[config.mk]
export PLATFORM = sky130hd
export DESIGN_NAME = alu_controle
export DESIGN_NICKNAME = d
export VERILOG_FILES = /design/src/rtl/alu_controle.sv
export SDC_FILE = /design/constraint.sdc
export NUM_CORES = 1
export LEC_CHECK = 0
export ABC_AREA = 1
export BUFFER_PORTS_ARGS = -buffer_cell sky130_fd_sc_hd__buf_2
export CORE_UTILIZATION = 54
export CTS_BUF_LIST = sky130_fd_sc_hd__clkbuf_2 sky130_fd_sc_hd__clkbuf_4 sky130_fd_sc_hd__clkbuf_8
export DETAILED_ROUTE_END_ITERATION = 16
export PLACE_DENSITY = 0.77
export SLEW_MARGIN = 5
export SYNTH_ARGS = -nofsm -noshare
export SYNTH_HDL_FRONTEND = slang
export SYNTH_SLANG_ARGS = --single-unit
export TNS_END_PERCENT = 5
[constraint.sdc]
create_clock -name clk -period 1.4 [get_ports clk]
set_input_delay 0.28 -clock clk [delete_from_list [all_inputs] [get_ports clk]]
set_output_delay 0.28 -clock clk [all_outputs]
set_load 0.05 [all_outputs]
[src/rtl/alu_controle.sv]
// alu_controle: valid/ready sequencer for an external combinational 8-bit ALU, with 8x8 register file and flag register.
// Optional feature: define ALU_CTRL_R0_ZERO_EN to hardwire register 0 to 0x00.
module alu_controle (
  input  logic        clk,
  input  logic        rst_n,
  input  logic        instr_valid,
  output logic        instr_ready,
  input  logic [15:0] instr,
  input  logic        wr_en,
  input  logic [2:0]  wr_addr,
  input  logic [7:0]  wr_data,
  input  logic [2:0]  rd_addr,
  output logic [7:0]  rd_data,
  output logic [7:0]  alu_a,
  output logic [7:0]  alu_b,
  output logic [3:0]  alu_operacao,
  input  logic [7:0]  alu_resultado,
  input  logic [7:0]  alu_flags,
  output logic [7:0]  resultado,
  output logic [7:0]  flags,
  output logic        done
);
`ifdef ALU_CTRL_R0_ZERO_EN
  localparam bit R0_ZERO = 1'b1;
`else
  localparam bit R0_ZERO = 1'b0;
`endif
  typedef enum logic [1:0] {IDLE, FETCH, EXEC} state_t;
  state_t state, state_nx;
  logic [7:0] regs [8];
  logic [12:0] instr_q;
  logic [3:0] op_q;
  logic [2:0] rd_q, ra_q, rb_q;
  logic accept, host_wr, wb_en, wb_reg;
  assign {op_q, rd_q, ra_q, rb_q} = instr_q;
  // r0 never accepts a write when hardwired, so it stays at its reset value of zero
  assign rd_data = regs[rd_addr];
  always_ff @(posedge clk or negedge rst_n)
    if (!rst_n) state <= IDLE;
    else state <= state_nx;
  always_comb begin
    state_nx = state;
    case (state)
      IDLE:    state_nx = accept ? FETCH : IDLE;
      FETCH:   state_nx = EXEC;
      default: state_nx = IDLE;
    endcase
  end
  always_comb begin
    instr_ready = state == IDLE && !wr_en;
    accept = instr_ready && instr_valid;
    host_wr = state == IDLE && wr_en && (!R0_ZERO || wr_addr != 3'd0);
    wb_en = state == EXEC && op_q < 4'hE;
    wb_reg = wb_en && (!R0_ZERO || rd_q != 3'd0);
  end
  always_ff @(posedge clk or negedge rst_n)
    if (!rst_n) begin
      for (int i = 0; i < 8; i++) regs[i] <= '0;
      instr_q <= '0;
      alu_a <= '0;
      alu_b <= '0;
      alu_operacao <= 4'hF;
      resultado <= '0;
      flags <= '0;
      done <= 1'b0;
    end else begin
      done <= state == EXEC;
      if (accept) instr_q <= instr[15:3];
      if (host_wr) regs[wr_addr] <= wr_data;
      if (state == FETCH) begin
        alu_a <= regs[ra_q];
        alu_b <= regs[rb_q];
        alu_operacao <= op_q;
      end
      if (state == EXEC) resultado <= alu_resultado;
      if (wb_reg) regs[rd_q] <= alu_resultado;
      if (wb_en) flags <= alu_flags;
    end
endmodule

==> parameters.txt <==
Parameter                              Value

STA
  Slew Limit Headroom ... 66.8%
  Unrepaired setup endpoints after global routing ... true
  Slew @ Worst Pin ... 0.498 ns
  Achievable Freq ... 573 MHz
  Max Slew Vio Count ... 0
  Worst clock skew ... around 0.011 ns
  Minimum clock period ... 1.75 ns
  Setup-violating endpoint count in the final report ... 97
  Post-Route Hold Slack ... ~0.032 ns
  Fraction of the cycle the final worst path needs ... 125%
  Hold Vio Cnt, Final ... 0
  Worst path setup slack after routing ... -0.346 ns

Setup path
  Required time of the worst setup path ... around 1.1 ns
  Critical-path maximum fanout ... 2
  Worst flop-to-flop path endpoint ... alu_b[1]$_DFFE_PN0P_
  Depth of the worst register-to-register path ... 5
  Element type at the critical path start ... flip-flop
  Worst r2r src ... state[0]$_DFF_PN0_
  WS Path Type ... reg -> out
  Data arrival, critical path ... around 1.5 ns
  Setup slack of the worst register-to-register path ... -0.13 ns
  Category of the worst setup path capture point ... output pin

Drt
  Antenna Violating Nets Remaining ... 0
  WL/cell ... roughly 19 microns
  DR pass1 iterations ... 7
  Post-Route WL ... 26900 microns
  Drc violations ... 0
  Via Count ... 8084
  1st-iter DRT viols ... 1084
  Via-per-instance ratio ... 5.59

GRT
  First-pass GRT wire length ... just over 40000 microns
  Initial antenna violation count ... 1
  Remaining global-route overflow ... 0
  Pin count of the biggest net entering global routing ... 35
  Via count of the first global-routing pass ... 7316
  GR Util All Layers ... 42.4%

Run status
  Run status ... finished with violations
  Violations in the final reports ... setup timing

Clock network
  Num CTS Buffers ... 17
  Maximum clock path buffer count ... 2
  Clock transition time at the flip-flop clock pins of the worst setup and hold paths ... 0.08 ns
  H-tree level count ... 4
  # Post-CTS Setup Buffers ... 0
  Clk Tree Root Cell ... clkbuf_8
  CTS tree ... done
  Clock tree sinks ... 116
  Clock Latency Late Sink ... 0.44 ns

Min path
  Worst min-delay path startpoint ... alu_flags[1]
  Tightest Hold Check Type ... in -> reg
  Worst-case hold path end point ... flags[1]$_DFFE_PN0P_
  Instance count along the most critical hold path ... 3

Synth
  Post-Synth Adder-Cell Area ... 0%
  Area fraction in and, or, nand and nor cells after synthesis ... 44.6%
  Number of synthesis warnings ... 0
  Dominant combinational cell family by area after synthesis ... simple AND/OR/NAND/NOR gates
  Cell count after synthesis ... 1099
  Post-Syn Area ... 6960 sq um
  Synthesized flop and latch total ... 116
  Multiplexer share of the synthesized area ... 0%
  Sequential element share of the synthesized area ... 41.8%
  Mapped Avg Cell Area ... 6.33 sq um
  Syn nets ... around 1.1k
  Post-synthesis compound-gate area fraction ... 5.25%
  Share of the synthesized netlist area taken by xor and xnor gates ... 0%
  Number of distinct library cell variants in the gate-level netlist after synthesis ... 18

Floorplan
  Placeable Area ... around 13000 sq um
  Top-Level Pins ... 96
  Horizontal die dimension ... 116 microns
  Die area ... 13300 sq um
  Vertical die dimension ... 116 microns
  Std cell rows ... about 40
  Effective utilization at floorplan ... 55.4%

Final layout
  Most frequent standard cell in the layout excluding fill and tap cells ... nand2_1
  Final Instance Area ... 9100 sq um
  Area growth from synthesis to final layout ... 30.8%
  Share of post-route cells with drive strength above 1 ... 23.1%
  Most frequent cells in the layout ... nand2_1, nand3_1, dfrtp_1
  Layout Nets ... 1311

Power
  Power Dens Cells ... 1850 nW/um^2
  Worst IR Drop VDD ... 1.27 mV
  Cell leakage power ... 4.96 nW

Flow run
  Number of max-capacitance violations reported ... 0

Placement
  Weighted congestion reported at the end of routability-driven placement ... 1.00
  Post-DP HPWL ... 19300 microns
  Post-placement cell area ... 8450 sq um
  Port Buffers ... roughly 90
  Worst-case setup slack after placement ... -0.291 ns
==> stage by stage <==
stage	total power, W	cells	setup TNS [ns]	utilization [%]
floorplan	0.00998	1099	-6.83	-
global placement	0.0129	1413	-9.40	67.3
detailed placement	0.0130	1413	-13.53	67.3
CTS	0.0165	1446	-4.66	72.1
global route	0.0177	1447	-14.63	72.4
finish	0.0168	1447	-6.88	72.4
==> timing repair <==
item,4_1_cts,5_1_grt
endpoints found under the hold margin,17,0
endpoints found under the setup margin,97,106
gates resized for setup,84,19
pin swaps,1,3
hold buffers,1,0
==> Yosys cell counts <==
library cell  instances  area (sq um)
buf_1                 1          3.75
buf_2                 5          25.0
nor2_2                1          6.26
nand2_1             546          2050
nor2_4                1          11.3
nand4_1               8          50.1
nand3_1             179           896
dfrtp_1             112          2800
a21oi_1              32           160
nand2_2               4          25.0
inv_2                 9          33.8
nor3_1                1          5.00
nor2_1               16          60.1
clkinv_1              4          15.0
inv_1                92           345
o21ai_0              41           205
dfstp_2               4           105
clkbuf_1             43           161
==> worst max-delay path, cell delays in order (launching register included) <==
cell and delay, ns:
dfrtp_1 0.38, inv_1 0.11, a21oi_1 0.07, o21ai_0 0.08, nand2_1 0.07, nand2_1 0.10
nand2_4 0.06, buf_8 0.15
==> how the worst max path moves through the flow <==
stage                       start  cells after the start  slack (ns)                     end
4_1_cts        regs[51]$_DFF_PN0_                      7       -0.34              rd_data[3]
5_1_grt        regs[18]$_DFF_PN0_                      7       -0.44              rd_data[2]
3_5_place_dp   state[1]$_DFF_PN0_                      8       -0.29      regs[42]$_DFF_PN0_
2_1_floorplan  state[1]$_DFF_PN0_                      5       -0.11  instr_q[1]$_DFFE_PN0P_
6_report       regs[20]$_DFF_PN0_                      7       -0.35              rd_data[4]
3_3_place_gp           rd_addr[0]                      9       -0.26              rd_data[7]
==> layer usage <==
layer | GRT usage, % | share of wire, % | up-vias | wire (microns)
li1 | - | - | 3775 | -
met2 | 62.4 | 44 | 549 | 11900
met1 | 56.2 | 38 | 3670 | 10200
met3 | 13.8 | 13 | 90 | 3620
met5 | 0 | 0 | - | 0
met4 | 21.3 | 4.8 | 0 | 1280
==> registers in the layout, indices dropped and copies added, names as in the netlist <==
signal,flops
alu_a,8
alu_b,8
alu_operacao,4
done,1
flags,8
instr_q,13
regs,64
resultado,8
state,2
==> report_power, final <==
part / internal, W / switching (W) / total [W]
Combinational: 0.00273 / 0.00555 / 0.00828
Clock: 0.00170 / 0.00152 / 0.00321
Sequential: 0.00453 / 0.000770 / 0.00530
Total: 0.00895 / 0.00784 / 0.0168
==> layout make-up <==
cell class	count	area [sq um]
antenna	1	2.50
clock inverter	13	149
sequential	116	2910
tap	172	215
multi-input combinational	829	3620
timing repair buffer	192	1530
clock buffer	19	262
fill	1049	3470
inverter	105	415
==> kinds of logic after synthesis <==
| kind of cell | after synthesis |
|---|---|
| compound gates | 73 |
| flops | 116 |
| buf+inv | 154 |
| simple gates | 756 |
(Power assumes the default switching activity.)
